[src/rtl/fetch_stage.sv]
// Fetch stage of the pipelined ARM-subset core.
// Owns PCF, keeps at most one instruction-memory request in flight, and absorbs
// variable memory latency. Applies execute/writeback redirects and drives the
// IF/ID register that feeds decode.
module fetch_stage #(
    parameter int               WIDTH    = 32,
    parameter logic [WIDTH-1:0] RESET_PC = '0
) (
    input  logic             clk,
    input  logic             reset,
    input  logic             StallF,
    input  logic             StallD,
    input  logic             FlushD,
    input  logic             BranchTakenE,
    input  logic [WIDTH-1:0] ALUResultE,
    input  logic             PCSrcW,
    input  logic [WIDTH-1:0] ResultW,
    output logic             imem_req,
    output logic [WIDTH-1:0] imem_addr,
    input  logic             imem_rvalid,
    input  logic [WIDTH-1:0] imem_rdata,
    output logic [WIDTH-1:0] InstructionD,
    output logic [WIDTH-1:0] PCPlus8D,
    output logic             ValidD
);

    localparam logic [WIDTH-1:0] PC_STEP = WIDTH'(4);
    localparam logic [WIDTH-1:0] PC_R15  = WIDTH'(8);

    // ISSUE:   ready to send a request for PCF
    // WAIT:    request outstanding, response will be used
    // HOLD:    response captured while decode was stalled
    // DISCARD: request outstanding, but a redirect made its response stale
    typedef enum logic [1:0] {
        S_ISSUE,
        S_WAIT,
        S_HOLD,
        S_DISCARD
    } state_t;

    state_t           state;
    logic [WIDTH-1:0] pcf;
    logic [WIDTH-1:0] hold_instr;
    logic [WIDTH-1:0] hold_pc8;

    logic             redir;
    logic [WIDTH-1:0] target;
    logic             load;
    logic [WIDTH-1:0] load_instr;
    logic [WIDTH-1:0] load_pc8;

    // Redirect select and the IF/ID load source for this cycle.
    always_comb begin
        // NOTE: every always_comb output gets a default first so no path
        // leaves it unassigned; that is what keeps latches from being inferred.
        redir      = BranchTakenE | PCSrcW;
        target     = BranchTakenE ? ALUResultE : ResultW;
        load       = 1'b0;
        load_instr = imem_rdata;
        load_pc8   = pcf + PC_R15;
        case (state)
            S_WAIT: begin
                if (!redir && imem_rvalid && !StallD) begin
                    load = 1'b1;
                end
            end
            S_HOLD: begin
                if (!redir && !StallD) begin
                    load       = 1'b1;
                    load_instr = hold_instr;
                    load_pc8   = hold_pc8;
                end
            end
            default: begin
                load = 1'b0;
            end
        endcase
    end

    // The request is accepted in the cycle it is raised; a redirect in the
    // same cycle wins, so the old PCF is never sent.
    assign imem_req  = ~reset & (state == S_ISSUE) & ~StallF & ~redir;
    assign imem_addr = pcf;

    // Fetch FSM, PCF and IF/ID register.
    always_ff @(posedge clk) begin
        // NOTE: sequential state uses non-blocking assignments so every
        // register samples the pre-edge values, independent of statement order.
        if (reset) begin
            state        <= S_ISSUE;
            pcf          <= RESET_PC;
            InstructionD <= '0;
            PCPlus8D     <= '0;
            ValidD       <= 1'b0;
            // NOTE: hold_instr/hold_pc8 are data-only and always written in
            // WAIT before HOLD reads them, so they need no reset.
        end else begin
            case (state)
                S_ISSUE: begin
                    // A response arriving here belongs to an abandoned request.
                    if (redir) begin
                        pcf <= target;
                    end else if (imem_req) begin
                        state <= S_WAIT;
                    end
                end
                S_WAIT: begin
                    if (redir) begin
                        pcf   <= target;
                        state <= imem_rvalid ? S_ISSUE : S_DISCARD;
                    end else if (imem_rvalid) begin
                        pcf <= pcf + PC_STEP;
                        if (StallD) begin
                            hold_instr <= imem_rdata;
                            hold_pc8   <= pcf + PC_R15;
                            state      <= S_HOLD;
                        end else begin
                            state <= S_ISSUE;
                        end
                    end
                end
                S_HOLD: begin
                    if (redir) begin
                        pcf   <= target;
                        state <= S_ISSUE;
                    end else if (!StallD) begin
                        state <= S_ISSUE;
                    end
                end
                S_DISCARD: begin
                    if (redir) begin
                        pcf <= target;
                    end
                    if (imem_rvalid) begin
                        state <= S_ISSUE;
                    end
                end
                default: begin
                    state <= S_ISSUE;
                end
            endcase

            // Flush beats stall beats load; otherwise decode sees a bubble.
            if (FlushD) begin
                InstructionD <= '0;
                ValidD       <= 1'b0;
            end else if (StallD) begin
                InstructionD <= InstructionD;
            end else if (load) begin
                InstructionD <= load_instr;
                PCPlus8D     <= load_pc8;
                ValidD       <= 1'b1;
            end else begin
                InstructionD <= '0;
                ValidD       <= 1'b0;
            end
        end
    end

endmodule
[config.mk]
export PLATFORM = sky130hd
export DESIGN_NAME = fetch_stage
export DESIGN_NICKNAME = d
export VERILOG_FILES = /design/src/rtl/fetch_stage.sv
export SDC_FILE = /design/constraint.sdc
export NUM_CORES = 1
export LEC_CHECK = 0
export ABC_CLOCK_PERIOD_IN_PS = 6600
export CAP_MARGIN = 20
export CELL_PAD_IN_SITES_DETAIL_PLACEMENT = 0
export CELL_PAD_IN_SITES_GLOBAL_PLACEMENT = 1
export CORE_UTILIZATION = 40
export DETAILED_ROUTE_END_ITERATION = 12
export GPL_TIMING_DRIVEN = 0
export MAX_ROUTING_LAYER = met4
export PLACE_DENSITY_LB_ADDON = 0.1
export SLEW_MARGIN = 10
export SYNTH_ARGS = -nofsm -noshare
export SYNTH_HDL_FRONTEND = slang
export SYNTH_SLANG_ARGS = --single-unit
[constraint.sdc]
create_clock -name clk -period 6.6 [get_ports clk]
set_clock_uncertainty 0.2 [all_clocks]
set_input_delay 1.32 -clock clk [delete_from_list [all_inputs] [get_ports clk]]
set_output_delay 1.32 -clock clk [all_outputs]
set_load 0.03 [all_outputs]
==> metrics.sh, run 1 <==
DETAILROUTE.VIA_COUNT=7250
CTS_TREE='done'
START_UTIL_PCT=40.7
POWER_DENSITY_nW_PER_UM2=223
FP.DIEAREA_UM2=20400
CELL_VARIETY_AFTER_SYNTH=66
YOSYSMOSTFREQUENTCELL='dfxtp_1'
LARGEST_NET_DEGREE_AT_THE_START_OF_GLOBAL_ROUTING=47
TOTAL_DRC_ERRORS_IN_THE_ROUTED_LAYOUT=0
FIRST_GLOBAL_VIAS=6613
TIMING_MAX_TRANSITION_VIOLATIONS_FINAL=0
PORTBUFFERS=200
DRV.MAX_CAP_VIOLATION_COUNT=0
WORST-PATH-BUF-INV=4
CTS.REPAIR.RESIZED=0
CRIT_SLOWEST_CELL='clkdlybuf4s50_1'
SYNTH-SEQ-CELLS=163
NUMBER_OF_CELLS_PRODUCED_BY_SYNTHESIS=819
YOSYS-TOP-CELLS-COUNT='99 x dfxtp_1, 82 x nor2_1, 68 x nand2_1'
CP_TOP_FAMILY='buffers and inverters'
SYNTH_LARGEST_AREA_CELL='dfxtp_1'
REPORT.POWER.TOTAL_W=0.00242
CLKTRANSATPATHREGS_NS=0.07
CTS_HTREE_LEVELS=4
GRT_SETUP_UNREPAIRED='false'
CRIT_FANOUT=10
PLACEABLECOREAREA_UM2=19500
SYN-MEAN-INSTANCE-AREA_UM2=9.67
PLACEMENT.CELL_AREA_UM2=10300
TIMING.FINAL.SETUP_VIOLATIONS=0
SYNTH.NET_COUNT=929
TIMING_HOLD_VIOLATIONS_FINAL=0
ARRIVAL_NS=3.67
FINISH.INSTANCE_AREA_UM2=10900
FINAL-SEQ-AREA_UM2=3900
FRACTION_OF_FINAL_LAYOUT_CELLS_SIZED_BEYOND_DRIVE_STRENGTH_1_PCT=9.13
POSTSYNTH.ASYNCRESETSHARE_PCT=0
IOS=202
POSTROUTEANTENNANETS=0
CTS-BUFFERS-INSERTED=17
FINALNETCOUNT=1149
CLOCK.FMAX_MHz=193
REG2REG_SETUP_SLACK_NS=3.31
DIE_H_UM=143
CELLS_TAKING_THE_MOST_AREA_AFTER_SYNTHESIS='dfxtp_1 25%, edfxtp_1 24%, mux2_2 5.3%, nor2_1 3.9%, a22oi_1 3.3%'
SYNTH_FF_TYPE='dfxtp_1'
DETAIL_ROUTE.WL_PER_CELL_UM=19.3
CRITPATHLAUNCHTYPE='input pin'
NUMBER_OF_SETUP_BUFFERS_ADDED_AFTER_CTS=0
DETAIL_ROUTE.FIRST_PASS.ITERATIONS=5
MAX-CLOCK-PATH-BUFFERS=2
NETLIST_AREA_UM2=7920
YOSYSTOPAREACELLSHARE_PCT=25.0
SYNTH.YOSYS.WARNINGS=0
GRT_OVERFLOW=0
TOTALNEGATIVESETUPSLACK_NS=0
SYN2LAYOUT_AREA_GROWTH_PCT=37.2
CRIT_PATH_CELL_TRACE='clkdlybuf4s50_1 > clkbuf_1 > clkbuf_1 > nor4b_1 > clkdlybuf4s50_1'
NUMCLOCKSINKS=163
MAX_SLEW.WORST_PIN.SLEW_NS=1.02
PEAKVDDDROP_V=0.000185
RUN_STATUS='finished, final reports clean'
DIE-WIDTH_UM=143
FINALWEIGHTEDCONGESTION=0.916
CTS_ROOT_BUFFER='clkbuf_16'
HOLD-WORST-SLACK_NS=0.250
DRT-INITIAL-DRC-COUNT=782
NUMBER_OF_ANTENNA_VIOLATIONS_AT_THE_FIRST_CHECK_IN_GLOBAL_ROUTING=0
FINALCRITICALPERIOD_NS=5.19
TOTAL_INSERTED_ANTENNA_CELLS=0
CRIT_REQUIRED_NS=5.08
WORSTSKEWPAIRLATENCY_NS=0.44
MULTIINPUTGATEAREA_UM2=3680
DETAIL_ROUTE.WIRELENGTH_MM=25.4
SLEW_HEADROOM_PCT=31.1
PLACEMENT_ROW_COUNT=51
POWER_LEAKAGE_nW=3.68
POST-ROUTE-PERIOD-UTIL_PCT=78.7
MIN-DELAY-PATH-CLASS='flop to flop'
ENDPOINT_KIND='primary output'
POST_DRT_VIA_CELL_RATIO=5.50
SYNTH-SEQ-AREA-SHARE_PCT=49.3
N_FILL_CELL=1851
SYNTH-EDFF-COUNT=64
CP_CLASS='input pin to primary output'
WORST_PATH_LARGEST_CELL_DELAY_NS=0.64
GRT_USE_TOTAL_PCT=26.0
HPWLAFTERDP_MM=18.6
FIRST_PASS_GRT_WIRE_LENGTH_MM=38.2
POST_CTS_HOLD_BUFFER_COUNT=0
==> final cells by class <==
type                            instances  area share (%)
Tap cell                              265            3.05
Clock inverter                         14            1.35
Inverter                               15           0.518
Clock buffer                           18            3.95
Timing Repair Buffer                  201            18.7
Multi-Input combinational cell        570            33.9
Buffer                                 71            2.57
Sequential cell                       163            35.9
==> metal layers <==
metal / global-route usage (%) / wire (um)
met5: - / 0
met4: 8.26 / 402
met3: 4.56 / 1610
met2: 38.3 / 11300
met1: 36.1 / 12100
==> path summary, 6_finish.rpt <==
path / from / end / cells after the start
min reg2reg: PCPlus8D[12] / PCPlus8D[12] / 2
min: PCPlus8D[12] / PCPlus8D[12] / 2
max: reset / imem_req / 5
max reg2reg: state[1] / imem_addr[23] / 8
==> state kept, by name, summed over array words and instances (netlist names) <==
signal        cells
PCPlus8D         32
ValidD            1
imem_addr        32
state             2
hold_instr       32
hold_pc8         32
InstructionD     32
==> through the flow <==
step	utilization [%]	worst slack [ns]	instances
6_report	55.8	1.41	1317
5_1_grt	55.8	1.28	1317
4_1_cts	55.8	1.37	1317
3_5_place_dp	52.8	1.39	1285
3_3_place_gp	52.7	0.594	1284
2_1_floorplan	-	2.09	819
==> worst reg2reg max path: cells and delay by family (launching register included) <==
kind                       cells  cell delay (ns)
AOI/OAI and AO/OA              2             0.30
buffers and inverters          3             1.11
and+or+nand+nor                2             1.06
adders and majority gates      1             0.15
DFF                            1             0.34
==> cell usage in the layout (no fill, tap or decap), types with 16 or more instances in the layout <==
cell	n
a21oi_1	51
dfxtp_1	99
clkbuf_16	17
mux2_2	37
mux2i_1	23
clkbuf_1	58
clkdlybuf4s50_1	200
nand2_1	68
nor3_1	28
edfxtp_1	64
nand4_1	17
o21ai_0	25
nand3_1	19
a22oi_1	35
nor2_1	82
o211ai_1	16
==> where the power goes <==
group | switching [W] | internal, W | total, W
Combinational | 0.000188 | 0.000151 | 0.000340
Clock | 0.000455 | 0.000533 | 0.000988
Sequential | 0.0000248 | 0.00107 | 0.00109
==> logic make-up (layout without fill, tap and decap cells) <==
logic type,count (synthesis),in the layout,synth area share [%]
flip-flops,163,163,49.3
AO/OA/AOI/OAI,190,190,16.3
adder cells (fa/ha/maj),6,6,0.948
XOR/XNOR,21,21,2.32
AND/OR/NAND/NOR,293,293,18.7
buffers and inverters,86,319,4.24
multiplexers,60,60,8.17
(Power assumes the default switching activity.)
==> run 2, diff against run 1 <==
Settings changed: ABC_CLOCK_PERIOD_IN_PS 6600 to 5150, CORE_UTILIZATION 40 to 37.
Clock period 6.6 ns to 5.15 ns, I/O delays scaled along.
==> metrics.sh, run 2 (synthesized netlist as in run 1, its figures left out) <==
RUN_STATUS='finished, final reports clean'  # unchanged
TOTALNEGATIVESETUPSLACK_NS=0  # unchanged
DETAIL_ROUTE.WL_PER_CELL_UM=19.8  # was 19.3 um
MAX_SLEW.WORST_PIN.SLEW_NS=1.02  # about the same
PLACEABLECOREAREA_UM2=21000  # was 19500 um^2
CRIT_FANOUT=10  # unchanged
GRT_SETUP_UNREPAIRED='false'  # unchanged
NUMBER_OF_SETUP_BUFFERS_ADDED_AFTER_CTS=0  # unchanged
POWER_DENSITY_nW_PER_UM2=294  # was 223 nW/um^2
START_UTIL_PCT=37.7  # was 40.7%
FINALNETCOUNT=1150  # was 1149
DETAILROUTE.WIRELENGTH.MET2_MM=12.0  # was 11.3 mm
FP.DIEAREA_UM2=22000  # was 20400 um^2
LAYOUT.CELLS.MOST_COMMON='clkdlybuf4s50_1'  # unchanged
FINALWEIGHTEDCONGESTION=0.900  # was 0.916
POSTROUTEANTENNANETS=0  # unchanged
CRIT_PATH_CELL_TRACE='clkdlybuf4s50_1 > clkbuf_1 > clkbuf_1 > nor4b_1 > clkdlybuf4s50_1'  # unchanged
FINALCRITICALPERIOD_NS=4.65
LAYOUT.CELLS.MOST_COMMON_LIST='200 x clkdlybuf4s50_1, 99 x dfxtp_1, 82 x nor2_1, 68 x nand2_1, 64 x edfxtp_1'  # unchanged
DRT-INITIAL-DRC-COUNT=555  # was 782
CTS_ROOT_BUFFER='clkbuf_16'  # unchanged
NUMCLOCKSINKS=163  # unchanged
MAX-CLOCK-PATH-BUFFERS=2  # unchanged
CTS_HTREE_LEVELS=4  # unchanged
CTS_TREE='done'  # unchanged
GRT_OVERFLOW=0  # unchanged
POST_DRT_VIA_CELL_RATIO=5.43  # was 5.50
REPORT.POWER.TOTAL_W=0.00321  # was 0.00242 W
TIMING.FINAL.SETUP_VIOLATIONS=0  # unchanged
MIN-DELAY-PATH-CLASS='flop to flop'  # unchanged
POWER_LEAKAGE_nW=3.71  # was 3.68 nW
POST-ROUTE-PERIOD-UTIL_PCT=90.2
CTS-BUFFERS-INSERTED=17  # unchanged
DIE-WIDTH_UM=148  # was 143 um
PLACEMENT_ROW_COUNT=53  # was 51
CP_CLASS='input pin to primary output'  # unchanged
FRACTION_OF_FINAL_LAYOUT_CELLS_SIZED_BEYOND_DRIVE_STRENGTH_1_PCT=9.21  # was 9.13%
HPWLAFTERDP_MM=19.4  # was 18.6 mm
GRT_USE_TOTAL_PCT=24.9  # was 26.0%
CRIT_REQUIRED_NS=3.92  # was 5.08 ns
PORTBUFFERS=200  # unchanged
WORSTSKEWPAIRLATENCY_NS=0.44  # about the same
SYN2LAYOUT_AREA_GROWTH_PCT=38.0  # was 37.2%
TOPROUTINGLAYERUSED='met4'  # unchanged
DETAIL_ROUTE.WIRELENGTH_MM=26.3  # was 25.4 mm
POST_CTS_HOLD_BUFFER_COUNT=0  # unchanged
LARGEST_NET_DEGREE_AT_THE_START_OF_GLOBAL_ROUTING=50  # was 47
ARRIVAL_NS=3.42  # was 3.67 ns
DRV.MAX_CAP_VIOLATION_COUNT=0  # unchanged
CTS.REPAIR.RESIZED=0  # unchanged
SLEW_HEADROOM_PCT=31.4  # was 31.1%
N_FILL_CELL=1998  # was 1851
WORST-PATH-BUF-INV=4  # unchanged
DETAILROUTE.WIRELENGTH.MET3_MM=1.49  # was 1.61 mm
TOTAL_DRC_ERRORS_IN_THE_ROUTED_LAYOUT=0  # unchanged
CRITPATHLAUNCHTYPE='input pin'  # unchanged
DIE_H_UM=148  # was 143 um
TOTAL_INSERTED_ANTENNA_CELLS=0  # unchanged
CLOCK.FMAX_MHz=215
ENDPOINT_KIND='primary output'  # unchanged
WIRELENGTH_MET1_MM=12.5  # was 12.1 mm
PEAKVDDDROP_V=0.000227  # was 0.000185 V
TIMING_MAX_TRANSITION_VIOLATIONS_FINAL=0  # unchanged
CP_TOP_FAMILY='buffers and inverters'  # unchanged
CLKTRANSATPATHREGS_NS=0.07  # about the same
DETAIL_ROUTE.FIRST_PASS.ITERATIONS=5  # unchanged
TIMING_HOLD_VIOLATIONS_FINAL=0  # unchanged
DETAILROUTE.VIA_COUNT=7206  # was 7250
IOS=202  # unchanged
NUMBER_OF_ANTENNA_VIOLATIONS_AT_THE_FIRST_CHECK_IN_GLOBAL_ROUTING=0  # unchanged
FIRST_PASS_GRT_WIRE_LENGTH_MM=39.7  # was 38.2 mm
CRIT_SLOWEST_CELL='clkdlybuf4s50_1'  # unchanged
FIRST_GLOBAL_VIAS=6782  # was 6613
WORST_PATH_LARGEST_CELL_DELAY_NS=0.64  # about the same
## run 2: cell types whose count changed in the layout (fill, tap and decap cells not counted), sizes merged
| cell | previous run | this run |
|---|---|---|
| clkinv | 4 | 3 |
| clkinvlp | 2 | 1 |
| buf | 15 | 16 |
| bufinv | 1 | 3 |
## run 2: routing by layer
metal | GRT usage, % | vias up
met5 | - | -
met4 | 6.29 | 0
met3 | 4.69 | 24
met2 | 37.8 | 261
met1 | 34.0 | 3445
li1 | - | 3476
## run 2: cell type report
cell class,count,area (um^2),area share (%)
Sequential cell,163,3900,35.7
Multi-Input combinational cell,570,3680,33.7
Timing Repair Buffer,202,2030,18.6
Clock buffer,18,429,3.93
Tap cell,275,344,3.15
Buffer,71,279,2.55
Clock inverter,14,194,1.78
Inverter,15,56.3,0.515
## run 2: worst min-delay path, stage by stage (launching register included)
cell and delay [ns]:
dfxtp_1 0.31, nand2_1 0.05, a21oi_1 0.05
## run 2: report_power, final
part / switching, W / leakage (nW) / total (W) / internal [W]
sequential: 0.0000326 / 1.38 / 0.00140 / 0.00137
clock: 0.000593 / 0.303 / 0.00137 / 0.000782
combinational: 0.000242 / 2.02 / 0.000436 / 0.000194
total: 0.000867 / 3.71 / 0.00321 / 0.00234
## run 2: path summary, 6_finish.rpt
| check | start | to | slack, ns | cells after the start |
|---|---|---|---|---|
| setup reg to reg | imem_addr[3] | PCPlus8D[27] | 1.88 | 6 |
| hold / removal | PCPlus8D[8] | PCPlus8D[8] | 0.25 | 2 |
| setup / recovery | reset | imem_req | 0.50 | 5 |
| hold reg to reg | PCPlus8D[8] | PCPlus8D[8] | 0.25 | 2 |
## run 2: per-stage QoR
stage / area, um^2 / util [%] / worst slack (ns) / hold WS [ns] / std cells
floorplan: 7920 / - / 1.06 / 0.269 / 819
global placement: 10300 / 48.8 / -0.633 / 0.238 / 1294
detailed placement: 10300 / 49.0 / 0.491 / 0.245 / 1295
CTS: 10900 / 51.9 / 0.474 / 0.254 / 1327
global route: 10900 / 52.0 / 0.412 / 0.263 / 1328
finish: 10900 / 52.0 / 0.502 / 0.251 / 1328
